--- src/rtl/radix4_booth_mult_param_pkg.sv ---
// Shared types and width helper for the iterative radix-4 Booth multiplier.
package radix4_pkg;

  typedef enum logic [1:0] {
    IDLE,
    RUN,
    FIN
  } state_t;

  typedef enum logic [2:0] {
    ZERO,
    POS1,
    POS2,
    NEG1,
    NEG2
  } booth_digit_t;

  // One guard bit above the operand lets unsigned values look positive to the
  // signed Booth recoding; rounding up to even keeps whole digit pairs.
  function automatic int even_ext_width(input int w);
    return ((w + 1) % 2 == 0) ? (w + 1) : (w + 2);
  endfunction

endpackage

--- src/rtl/radix4_booth_mult_param_encoder.sv ---
// Radix-4 Booth recoder: turns a multiplier bit triplet into d*A_ext, d in {-2..+2}.
module booth_r4_encoder
  import radix4_pkg::*;
#(
  parameter int EW = 10
) (
  input  logic [2:0]    i_triplet,
  input  logic [EW-1:0] i_a_ext,
  output logic [EW+1:0] o_pp
);

  logic [EW+1:0] w_a1;
  logic [EW+1:0] w_a2;
  booth_digit_t  w_digit;

  assign w_a1 = {{2{i_a_ext[EW-1]}}, i_a_ext};
  assign w_a2 = {i_a_ext[EW-1], i_a_ext, 1'b0};

  always_comb begin
    w_digit = ZERO;
    case (i_triplet)
      3'b001, 3'b010: w_digit = POS1;
      3'b011:         w_digit = POS2;
      3'b100:         w_digit = NEG2;
      3'b101, 3'b110: w_digit = NEG1;
      default:        w_digit = ZERO;
    endcase
  end

  // EW+2 bits so that -2 * (most negative A_ext) still fits.
  always_comb begin
    o_pp = '0;
    case (w_digit)
      POS1:    o_pp = w_a1;
      POS2:    o_pp = w_a2;
      NEG1:    o_pp = '0 - w_a1;
      NEG2:    o_pp = '0 - w_a2;
      default: o_pp = '0;
    endcase
  end

endmodule

--- src/rtl/radix4_booth_mult_param.sv ---
// Iterative radix-4 Booth multiplier: one digit per clock, start/done handshake,
// runtime signed/unsigned operand mode.
module radix4_booth_mult_param
  import radix4_pkg::*;
#(
  parameter int WIDTH = 8
) (
  input  logic               clk,
  input  logic               rst,
  input  logic               start,
  input  logic               is_signed,
  input  logic [WIDTH-1:0]   a_in,
  input  logic [WIDTH-1:0]   b_in,
  output logic [2*WIDTH-1:0] result,
  output logic               done,
  output logic               busy
);

  localparam int EW   = even_ext_width(WIDTH);
  localparam int ITER = EW / 2;
  localparam int AW   = 2 * EW;
  localparam int CW   = $clog2(ITER) + 1;

  state_t             r_state;
  state_t             w_next_state;
  logic [EW-1:0]      r_a;
  logic [EW-1:0]      r_b;
  logic               r_bprev;
  logic [AW-1:0]      r_acc;
  logic [CW-1:0]      r_count;
  logic [2*WIDTH-1:0] r_result;
  logic               r_done;

  logic [EW-1:0]      w_a_ext;
  logic [EW-1:0]      w_b_ext;
  logic [2:0]         w_triplet;
  logic [EW+1:0]      w_pp;
  logic [AW-1:0]      w_pp_ext;
  logic [AW-1:0]      w_pp_shifted;
  logic               w_last;

  assign w_a_ext = is_signed ? {{(EW-WIDTH){a_in[WIDTH-1]}}, a_in}
                             : {{(EW-WIDTH){1'b0}}, a_in};
  assign w_b_ext = is_signed ? {{(EW-WIDTH){b_in[WIDTH-1]}}, b_in}
                             : {{(EW-WIDTH){1'b0}}, b_in};

  // r_b shifts right two bits per digit, so the current triplet is always at the bottom.
  assign w_triplet = {r_b[1:0], r_bprev};

  booth_r4_encoder #(
    .EW(EW)
  ) u_encoder (
    .i_triplet(w_triplet),
    .i_a_ext  (r_a),
    .o_pp     (w_pp)
  );

  assign w_pp_ext     = {{(AW-EW-2){w_pp[EW+1]}}, w_pp};
  assign w_pp_shifted = w_pp_ext << {r_count, 1'b0};
  assign w_last       = (r_count == CW'(ITER - 1));

  always_ff @(posedge clk or negedge rst) begin
    if (!rst) begin
      r_state <= IDLE;
    end else begin
      r_state <= w_next_state;
    end
  end

  // New requests are taken only from IDLE; a start seen in RUN or FIN is dropped.
  always_comb begin
    w_next_state = r_state;
    case (r_state)
      IDLE:    if (start) w_next_state = RUN;
      RUN:     if (w_last) w_next_state = FIN;
      FIN:     w_next_state = IDLE;
      default: w_next_state = IDLE;
    endcase
  end

  always_ff @(posedge clk or negedge rst) begin
    if (!rst) begin
      r_a      <= '0;
      r_b      <= '0;
      r_bprev  <= 1'b0;
      r_acc    <= '0;
      r_count  <= '0;
      r_result <= '0;
      r_done   <= 1'b0;
    end else begin
      r_done <= 1'b0;
      case (r_state)
        IDLE: begin
          if (start) begin
            r_a     <= w_a_ext;
            r_b     <= w_b_ext;
            r_bprev <= 1'b0;
            r_acc   <= '0;
            r_count <= '0;
          end
        end
        RUN: begin
          r_acc   <= r_acc + w_pp_shifted;
          r_b     <= {2'b00, r_b[EW-1:2]};
          r_bprev <= r_b[1];
          r_count <= r_count + CW'(1);
        end
        FIN: begin
          r_result <= r_acc[2*WIDTH-1:0];
          r_done   <= 1'b1;
        end
        default: ;
      endcase
    end
  end

  assign result = r_result;
  assign done   = r_done;
  assign busy   = (r_state == RUN);

endmodule
--- config.mk ---
export PLATFORM = sky130hd
export DESIGN_NAME = radix4_booth_mult_param
export DESIGN_NICKNAME = d
export VERILOG_FILES = /design/src/rtl/radix4_booth_mult_param_pkg.sv /design/src/rtl/radix4_booth_mult_param_encoder.sv /design/src/rtl/radix4_booth_mult_param.sv
export SDC_FILE = /design/constraint.sdc
export NUM_CORES = 1
export LEC_CHECK = 0
export CORE_MARGIN = 10
export CORE_UTILIZATION = 60
export DETAILED_ROUTE_END_ITERATION = 8
export GPL_ROUTABILITY_DRIVEN = 0
export GPL_TIMING_DRIVEN = 0
export PLACE_DENSITY = 0.93
export SLEW_MARGIN = 0
export SYNTH_ARGS = -nofsm -noshare
export SYNTH_HDL_FRONTEND = slang
export SYNTH_SLANG_ARGS = --single-unit
--- constraint.sdc ---
create_clock -name clk -period 7.2 [get_ports clk]
set_input_delay 1.08 -clock clk [delete_from_list [all_inputs] [get_ports clk]]
set_output_delay 1.08 -clock clk [all_outputs]
set_load 0.01 [all_outputs]
Word level (Yosys, flattened, before mapping)
Index checks and enable logic that the tools add are counted.
{ "totals": {"regBits": 64, "latch_bits": 0, "ramBits": 0, "mem_bits_ro": 0, "in_bits": 20, "word_cells": 51, "memories": 0} }
{ "classes": {"n_addsub": 4, "mul": 0, "div_mod_pow": 0, "magnitude_cmp": 0, "eq_ne": 15, "shift": 1, "mux": 16, "bitwise": 0, "reduce_logical": 7} }
{ "ops": {"columns": ["operator", "n"], "rows": [
  ["$pmux 12 s4", 1],
  ["$pmux 20 s2", 1],
  ["$mux 10", 3],
  ["$add 20x20->20", 1],
  ["$mux 20", 1],
  ["$pmux 10 s2", 1],
  ["$shl 20x5->20", 1],
  ["$eq 3x2->1 const B", 4],
  ["$eq 3x3->1 const B", 4],
  ["$pmux 3 s4", 1],
  ["$sub 1x11->12 const A", 1],
  ["$sub 1x10->11 const A", 1],
  ["$pmux 4 s2", 1],
  ["$eq 3x1->1 const B", 2],
  ["$reduce_and 2->1", 3],
  ["$add 4x1->4 const B", 1],
  ["$eq 4x3->1 const B", 1],
  ["$mux 2", 2],
  ["$mux 4", 1],
  ["$pmux 2 s2", 1],
  ["$reduce_or 2->1", 2],
  ["$eq 2x1->1 const B", 1],
  ["$eq 2x2->1 const B", 1],
  ["$logic_not 2->1", 1],
  ["other kinds (5)", 6]
]} }

Logic depth before layout (Yosys ltp)
Gate-level depths: netlist of the first run.
{ "depth": {"ltp_word": 8, "ltp_mapped": 18, "depth_no_buf": 17} }

Hierarchy
Synthesis of the first run repeated with hierarchy kept, for this count alone.
{ "unflattened": {"hier_cells": 441, "area_unflattened_um2": 4063.9} }
{ "modules_own_cells": {"columns": ["mod", "instances", "cells_each", "area_each_um2", "seq_area_each_um2"], "rows": [
  ["radix4_booth_mult_param", 1, 343, 3420.8, 1451.4],
  ["booth_r4_encoder", 1, 98, 643.1, 0.0]
]} }

Worst setup path after synthesis of the first run
No wires, ideal clock.
{ "synth_path": {"path_kind": "reg2reg", "start": "register r_a[0]", "end": "register r_acc[15]", "arrival_time_ps": 3825, "t_required_ps": 7068, "slack_ps": 3243, "stages_incl_launch_ff": 18, "synth_period_minus_slack_ps": 3957, "path_cell_list": "dfrtp_1 -> buf_4 -> inv_1 -> ha_1 -> or4b_4 -> o211ai_1 -> nand2_1 -> a311o_2 -> mux4_1 -> and2_1 -> ha_1 -> a211oi_1 -> o21bai_1 -> a31oi_1 -> a31oi_1 -> nor2b_1 -> a221oi_1 -> o21ai_1"} }
{ "synth_via": {"elab_chain_cells": 5, "elab_cells_between_ends": 6, "classes_between": "3 x add/sub; 1 x shift; 2 x mux"} }
{ "synth_lines": {"columns": ["element", "line", "text"], "rows": [
  ["start: declaration", "radix4_booth_mult_param.sv:26", "logic [EW-1:0] r_a;"],
  ["start signal: assignment", "radix4_booth_mult_param.sv:95", "r_a <= w_a_ext;"],
  ["$sub 1x11->12 or $sub 1x10->11 (tied branches)", "radix4_booth_mult_param_encoder.sv:37, radix4_booth_mult_param_encoder.sv:36", null],
  ["$pmux 12 s4 (*)", "radix4_booth_mult_param_encoder.sv:33", "case (w_digit)"],
  ["$shl 20x5->20 (*)", "radix4_booth_mult_param.sv:59", "assign w_pp_shifted = w_pp_ext << {r_count, 1'b0};"],
  ["$add 20x20->20 (*)", "radix4_booth_mult_param.sv:103", "r_acc <= r_acc + w_pp_shifted;"],
  ["$pmux 20 s2 (*)", "radix4_booth_mult_param.sv:92", "case (r_state)"],
  ["end signal: assignment", "radix4_booth_mult_param.sv:103", null],
  ["end: declaration", "radix4_booth_mult_param.sv:29", "logic [AW-1:0] r_acc;"]
]} }
Every way passes the cells marked *; elsewhere a longest branch is shown, timed or not.
A chain may end at the register's enable or synchronous reset.

Worst setup path after layout of the first run
Ends and elaborated chain as after synthesis.

==> metrics.md, run 1 <==
| Metric | Value |
|---|---|
| Seq/Total Area, Yosys | `35.0%` |
| Die height | `103 µm` |
| Flops & latches, synth | `58` |
| R2R setup slack | `2.22 ns` |
| Asr flop ratio synth | `100%` |
| Worst Path Required | `about 7.4 ns` |
| Hold-fix buffers, CTS | `0` |
| IO Port Bufs | `37` |
| Max-cap violations | `0` |
| Pwr Total | `2.53 mW` |
| Post_cts resized | `0` |
| Largest net degree at the start of global routing | `38` |
| Mapped Cells | `464` |
| Final Skew | `0.0138 ns` |
| Worst Path Buf+Inv | `2` |
| Mean Syn Cell Area | `8.94 µm²` |
| Pwr per Cell Area | `about 530 mW/mm²` |
| Least-Margin Pin Slew | `0.787 ns` |
| GRT Overall Usage | `23.0%` |
| Number of core rows | `30` |
| Max-Slew Margin vs Limit | `46.8%` |
| Clock root buffer | `clkbuf_8` |
| Setup TNS | `0 ns` |
| Critical-path cell list | `buf_4 -> inv_1 -> ha_1 -> nor4b_1 -> a21oi_1 -> xnor2_1 -> o211ai_1 -> nand3_1 -> a32o_1 -> nor3_1 -> ha_1 -> a211oi_1 -> o21bai_1 -> a31oi_1 -> a31oi_1 -> nor2b_1 -> a221oi_1 -> o21ai_1` |
| Reg-to-reg startpoint | `r_a[0]` |
| Post-layout min period | `4.98 ns` |
| DR vias | `approximately 4100` |
| Postcts setup bufs | `0` |
| Synth warn | `0` |
| Vias in the first global route | `3961` |
| Fillers | `509` |
| Commonest non-fill, non-tap cell in the layout | `dfrtp_1` |
| # IOs | `38` |
| Antenna diodes | `0` |
| EDFF count, synth | `0` |
| Clk_lat worst skew | `around 0.35 ns` |
| Die X | `103 µm` |
| Iter 0 DRT Violations | `529` |
| Clock transition at the registers of the reported paths | `0.07 ns` |
| GR Layer Usage met1 | `28.5%` |
| Worst EP arrival | `5.21 ns` |
| Detailed Routing Iterations Pass 1 | `5` |
| Crit path launch | `r_a[0]` |
| Die Footprint | `0.0106 mm²` |
| End point of the critical path | `r_acc[15]` |
| Gr ovfl total | `0` |
| Nature of the critical path endpoint | `flip-flop` |
| Nets | `552` |
| CTS tree | `yes` |
| Layout cells sized above 1 | `12.0%` |
| Top Family by Delay on Critical Path | `compound AO/OA/AOI/OAI gates` |
| Endpoints failing setup | `0` |
| Max-slew violation count | `0` |
| Met3 Resource Use GR | `5.78%` |
| Initial antenna violation count | `0` |
| Most frequent cells in the layout | `dfrtp_1 (58), nand2_1 (49), clkdlybuf4s50_1 (36)` |
| Peak supply drop | `0.000292 V` |
| Worst r2r dst | `r_acc[15]` |
| Max Clk Rate | `~200 MHz` |
| CTS sink count | `between 50 and 60` |
| CP startpoint kind | `flip-flop` |
| WL/cell | `19.4 µm` |
| Worst setup margin | `2.22 ns` |
| Grt met2 use | `37.4%` |
| Outcome | `finished clean` |
| GRT Max-Usage Layer | `met2` |
| Yosys cell types | `63` |
| Dominant synthesized flop cell | `dfrtp_1` |
| Drt via density | `6.78` |
| Mapped Nets | `503` |
| Cts bufs inserted | `9` |
| CP peak stage delay | `0.67 ns` |
| Final worst-path cycle share | `69.2%` |
| Crit path depth | `18` |
| Dpl ws | `2.53 ns` |
| Worst Reg-to-Reg Cells | `18` |
| Worst-path fanout max | `9` |
| Unrepaired setup endpoints after global routing | `false` |
| Initial Util | `between 60% and 70%` |
| Static Leak | `2.04 nW` |
| Cell Area, Synth | `0.00415 mm²` |
| P&R area growth vs syn | `15.8%` |
| CP Class | `flip-flop to flip-flop` |
| Core Footprint | `~0.0068 mm²` |
| Routed Antenna Nets | `0` |
| Hold WC Path Type | `flip-flop to flip-flop` |
| H-tree Lvls | `3` |
| First-pass GRT wire length | `19.4 mm` |
| DRC viols | `0` |
| Fin. Hold Viols | `0` |
| Clock Path Buffers | `2` |
| Post-detail-place hpwl | `8.51 mm` |
| Worst path slowest cell | `nor4b_1` |
| Total wire length | `approximately 12 mm` |
[metal layers]
metal  vias up  wire (µm)
met1      1925       4520
li1       1820          -
met4         0        389
met2       258       5580
met3        54       1100
met5         -          0
[worst reg2reg max path, cell delays in order, from the launching register on]
cell and delay, ns:
dfrtp_1 0.36, buf_4 0.17, inv_1 0.07, ha_1 0.24
nor4b_1 0.67, a21oi_1 0.19, xnor2_1 0.23, o211ai_1 0.21
nand3_1 0.13, a32o_1 0.28, nor3_1 0.38, ha_1 0.38
a211oi_1 0.38, o21bai_1 0.16, a31oi_1 0.22, a31oi_1 0.20
nor2b_1 0.20, a221oi_1 0.28, o21ai_1 0.11
[synthesized netlist by cell type, types with 9 or more instances]
master,number,area share [%]
nor3_1,11,1.3
o21ai_0,32,3.9
nand3_1,13,1.6
o22ai_1,15,2.3
ha_1,18,5.4
clkbuf_1,21,1.9
xnor2_1,10,2.1
o211ai_1,10,1.8
nand2_1,49,4.4
inv_1,12,1.1
mux2_2,24,6.5
nor2_1,19,1.7
mux2i_1,9,2.2
a21oi_1,25,3.0
a211oi_1,9,1.6
nor2b_1,9,1.4
dfrtp_1,58,35
xor2_1,9,1.9
[report_power, final]
group	switching (mW)	internal, mW
sequential	0.0912	0.467
combinational	0.990	0.715
clock	0.140	0.132
total	1.22	1.31
[metrics by stage]
stage / util [%] / hold WS, ns / instances / cell area (µm²)
floorplan: - / 0.449 / 464 / 4150
global placement: 68.4 / 0.463 / 581 / 4620
detailed placement: 68.6 / 0.463 / 582 / 4640
CTS: 71.1 / 0.483 / 598 / 4810
global route: 71.1 / 0.517 / 598 / 4810
finish: 71.1 / 0.483 / 598 / 4810
[sequential cells by signal, summed over array words and instances, names as in the netlist]
signal	cells
done	1
result	16
r_a	9
r_b	9
r_count	4
r_acc	16
r_bprev	1
r_state	2
[cell families (layout without fill, tap and decap cells)]
family          Yosys count  after routing  share of synthesized area [%]
fa+ha+maj                19             19                           5.91
compound gates          141            141                           22.6
flops                    58             58                           35.0
buf+inv                  48            102                           4.97
simple gates            145            145                           18.3
mux                      34             34                           9.32
xor+xnor                 19             19                           4.01
[worst min path at each step]
stage	end	start	slack (ns)	depth (start not counted)
5_1_grt	r_b[1]	r_b[3]	0.52	2
3_3_place_gp	r_b[3]	r_b[5]	0.46	2
4_1_cts	r_b[1]	r_b[3]	0.48	2
3_5_place_dp	r_b[1]	r_b[3]	0.46	2
2_1_floorplan	r_b[0]	r_b[2]	0.45	2
6_report	r_b[1]	r_b[3]	0.48	2
[area by class of cell]
class / count / area [µm²] / area share [%]
timing repair buffer: 38 / 385 / 8.02
clock buffer: 11 / 141 / 2.94
clock inverter: 5 / 30.0 / 0.625
sequential: 58 / 1450 / 30.2
tap: 80 / 100 / 2.08
multi-input combinational: 358 / 2490 / 51.8
buffer: 35 / 158 / 3.28
inverter: 13 / 48.8 / 1.02
Power figures use the tool's default switching activity.
==> run 2, diff against run 1 <==
--- a/config.mk
+++ b/config.mk
@@ -6,11 +6,11 @@
 export NUM_CORES = 1
 export LEC_CHECK = 0
 export CORE_MARGIN = 10
-export CORE_UTILIZATION = 60
+export CORE_UTILIZATION = 53
 export DETAILED_ROUTE_END_ITERATION = 8
 export GPL_ROUTABILITY_DRIVEN = 0
 export GPL_TIMING_DRIVEN = 0
-export PLACE_DENSITY = 0.93
+export PLACE_DENSITY = 0.87
 export SLEW_MARGIN = 0
 export SYNTH_ARGS = -nofsm -noshare
 export SYNTH_HDL_FRONTEND = slang
==> constraint.sdc (replaced) <==
create_clock -name clk -period 4.3 [get_ports clk]
set_input_delay 0.645 -clock clk [delete_from_list [all_inputs] [get_ports clk]]
set_output_delay 0.645 -clock clk [all_outputs]
set_load 0.01 [all_outputs]
==> run 2 against run 1 <==
Register-to-register slack lost 2.2 ns. Combinational power up 94%. Cell count increased by 6.0%. Largest cell class unchanged. Highest routed layer unchanged.
==> metrics.md, run 2 (same netlist as run 1, synthesis figures left out) <==
| Metric | Value |
|---|---|
| Die Footprint | `0.0118 mm² (was 0.0106 mm²)` |
| Final worst-path cycle share | `98.9% (was 69.2%)` |
| Commonest non-fill, non-tap cell in the layout | `dfrtp_1 (unchanged)` |
| Hold-fix buffers, CTS | `0 (unchanged)` |
| Total wire length | `12.1 mm (was 11.6 mm)` |
| Die height | `108 µm (was 103 µm)` |
| Logic pwr share | `69.8% (was 67.3%)` |
| Max-cap violations | `0 (unchanged)` |
| P_sw | `2.24 mW (was 1.22 mW)` |
| DRC viols | `0 (unchanged)` |
| Setup TNS | `0 ns (unchanged)` |
| Layout cells sized above 1 | `19.4% (was 12.0%)` |
| Clock transition at the registers of the reported paths | `0.08 ns (was 0.07 ns)` |
| CP peak stage delay | `0.51 ns (was 0.67 ns)` |
| Pwr per Cell Area | `918 mW/mm² (was 527 mW/mm²)` |
| H-tree Lvls | `3 (unchanged)` |
| Top Family by Delay on Critical Path | `simple AND/OR/NAND/NOR gates (was compound AO/OA/AOI/OAI gates)` |
| Reg power frac | `19.9% (was 22.0%)` |
| Gr ovfl total | `0 (unchanged)` |
| Clk_lat worst skew | `0.35 ns (about the same)` |
| First-pass GRT wire length | `19.0 mm (was 19.4 mm)` |
| Internal | `2.47 mW (was 1.31 mW)` |
| Peak supply drop | `0.000547 V (was 0.000292 V)` |
| Least-Margin Pin Slew | `0.647 ns (was 0.787 ns)` |
| GRT Overall Usage | `20.0% (was 23.0%)` |
| Cts bufs inserted | `9 (unchanged)` |
| Worst Path Required | `4.52 ns (was 7.43 ns)` |
| DR vias | `4128 (was 4057)` |
| Initial antenna violation count | `0 (unchanged)` |
| Hold WC Path Type | `input pin to asynchronous set/reset pin (was flip-flop to flip-flop)` |
| Max-slew violation count | `0 (unchanged)` |
| CTS tree | `yes (unchanged)` |
| Reg-to-reg startpoint | `r_a[1] (was r_a[0])` |
| Static Leak | `2.15 nW (was 2.04 nW)` |
| Final Skew | `0.0137 ns (was 0.0138 ns)` |
| Post-layout min period | `4.25 ns (was 4.98 ns)` |
| Fin. Hold Viols | `0 (unchanged)` |
| Iter 0 DRT Violations | `394 (was 529)` |
| Vias in the first global route | `3884 (was 3961)` |
| Worst Path Buf+Inv | `3 (was 2)` |
| Nets | `566 (was 552)` |
| Clock power share | `10.3% (was 10.7%)` |
| Routed Antenna Nets | `0 (unchanged)` |
| Min Hold Slack | `0.295 ns (was 0.483 ns)` |
| Worst path slowest cell | `or4b_4 (was nor4b_1)` |
| Worst EP arrival | `4.48 ns (was 5.21 ns)` |
| Clock root buffer | `clkbuf_8 (unchanged)` |
| Number of core rows | `32 (was 30)` |
| Clock Path Buffers | `2 (unchanged)` |
| Detailed Routing Iterations Pass 1 | `5 (unchanged)` |
| Antenna diodes | `0 (unchanged)` |
| Critical-path cell list | `buf_6 -> inv_4 -> ha_4 -> or4b_4 -> o21ai_1 -> xnor2_1 -> o21ai_1 -> nand3_1 -> a32o_1 -> nor3_2 -> ha_1 -> buf_4 -> and4_4 -> and3_4 -> o211ai_1 -> a31oi_4 -> nor2b_2 -> a221oi_1 -> o21ai_1 (was buf_4 -> inv_1 -> ha_1 -> nor4b_1 -> a21oi_1 -> xnor2_1 -> o211ai_1 -> nand3_1 -> a32o_1 -> nor3_1 -> ha_1 -> a211oi_1 -> o21bai_1 -> a31oi_1 -> a31oi_1 -> nor2b_1 -> a221oi_1 -> o21ai_1)` |
| Endpoints failing setup | `0 (unchanged)` |
| CTS sink count | `58 (unchanged)` |
| Drt via density | `6.51 (was 6.78)` |
| WL/cell | `19.1 µm (was 19.4 µm)` |
| IO Port Bufs | `37 (unchanged)` |
| CP Class | `flip-flop to flip-flop (unchanged)` |
| Nature of the critical path endpoint | `flip-flop (unchanged)` |
| Max-Slew Margin vs Limit | `56.9% (was 46.8%)` |
| Worst path most repeated cell | `o21ai_1` |
| P&R area growth vs syn | `23.7% (was 15.8%)` |
| Post-detail-place hpwl | `8.37 mm (was 8.51 mm)` |
| Worst-path fanout max | `5 (was 9)` |
| Largest net degree at the start of global routing | `34 (was 38)` |
| R2R setup slack | `0.05 ns (was 2.22 ns)` |
| CP startpoint kind | `flip-flop (unchanged)` |
| # IOs | `38 (unchanged)` |
| Crit path launch | `r_a[1] (was r_a[0])` |
| Switching share of power | `47.5% (was 48.1%)` |
| Most frequent cells in the layout | `dfrtp_1 (58), nand2_1 (49), clkdlybuf4s50_1 (36) (unchanged)` |
| Die X | `108 µm (was 103 µm)` |
| Outcome | `finished clean (unchanged)` |
| Core Footprint | `0.00769 mm² (was 0.00676 mm²)` |
| Max Clk Rate | `235 MHz (was 201 MHz)` |
| Initial Util | `54.0% (was 61.4%)` |
## run 2: per-layer routing
metal  part of all wire [%]  vias to the layer above  track usage [%]  wire length [µm]
met5                      0                        -                0                 0
met4                    3.3                        0             8.66               400
met3                    9.0                       49             4.28              1090
met2                     49                      249             33.0              5880
met1                     39                     1987             24.6              4730
li1                       -                     1843                -                 -
## run 2: final timing paths
| kind | end | cells after the start |
|---|---|---|
| max | r_acc[15] | 19 |
| max reg2reg | r_acc[15] | 19 |
| max in group asynchronous | r_acc[15] | 2 |
| min in group clk | r_b[2] | 2 |
| min reg2reg | r_b[2] | 2 |
| min | r_a[2] | 1 |
## run 2: area by class of cell
class	instances	area [µm²]
multi-input combinational	358	2660
clock buffer	12	165
buffer	35	163
sequential	58	1450
fill	590	2550
clock inverter	4	25.0
timing repair buffer	52	490
tap	102	128
inverter	13	53.8
## run 2: worst reg2reg max path: cells and delay by family, from the launching register on
| kind | cells | cell delay (ns) |
|---|---|---|
| flip-flops | 1 | 0.37 |
| XOR/XNOR | 1 | 0.11 |
| AND/OR/NAND/NOR | 6 | 1.44 |
| adder cells (fa/ha/maj) | 2 | 0.49 |
| buffers and inverters | 3 | 0.35 |
| AO/OA/AOI/OAI | 7 | 1.36 |
## run 2: through the flow
step	worst slack (ns)	power (mW)	area, µm²	util [%]	std cells
final	0.0457	4.71	5130	66.8	634
after global routing	-0.0510	5.01	5130	66.8	634
after CTS	0.0294	4.26	4910	63.9	623
after detailed placement	-0.282	3.67	4660	60.7	604
after global placement	-0.128	3.55	4650	60.5	603
after floorplan	0.343	2.95	4150	-	464
## run 2: power by group through the flow
stage	clock network, mW	registers (mW)	logic, mW
global route	0.516	0.963	3.53
floorplan	0	0.923	2.03
global placement	0	0.925	2.62
detailed placement	0	0.935	2.74
CTS	0.488	0.928	2.85
finish	0.486	0.936	3.29
## run 2: what timing repair did
item	CTS	global route
pin swaps	5	14
setup buffers	3	11
endpoints found under the setup margin	4	7
resized for setup	13	32
==> run 3, diff against run 2 <==
--- a/config.mk
+++ b/config.mk
@@ -5,6 +5,7 @@
 export SDC_FILE = /design/constraint.sdc
 export NUM_CORES = 1
 export LEC_CHECK = 0
+export CAP_MARGIN = 5
 export CORE_MARGIN = 10
 export CORE_UTILIZATION = 53
 export DETAILED_ROUTE_END_ITERATION = 8
==> results of run 3 <==
Same layout as run 2: the final DEF is identical, and so are final timing and power.
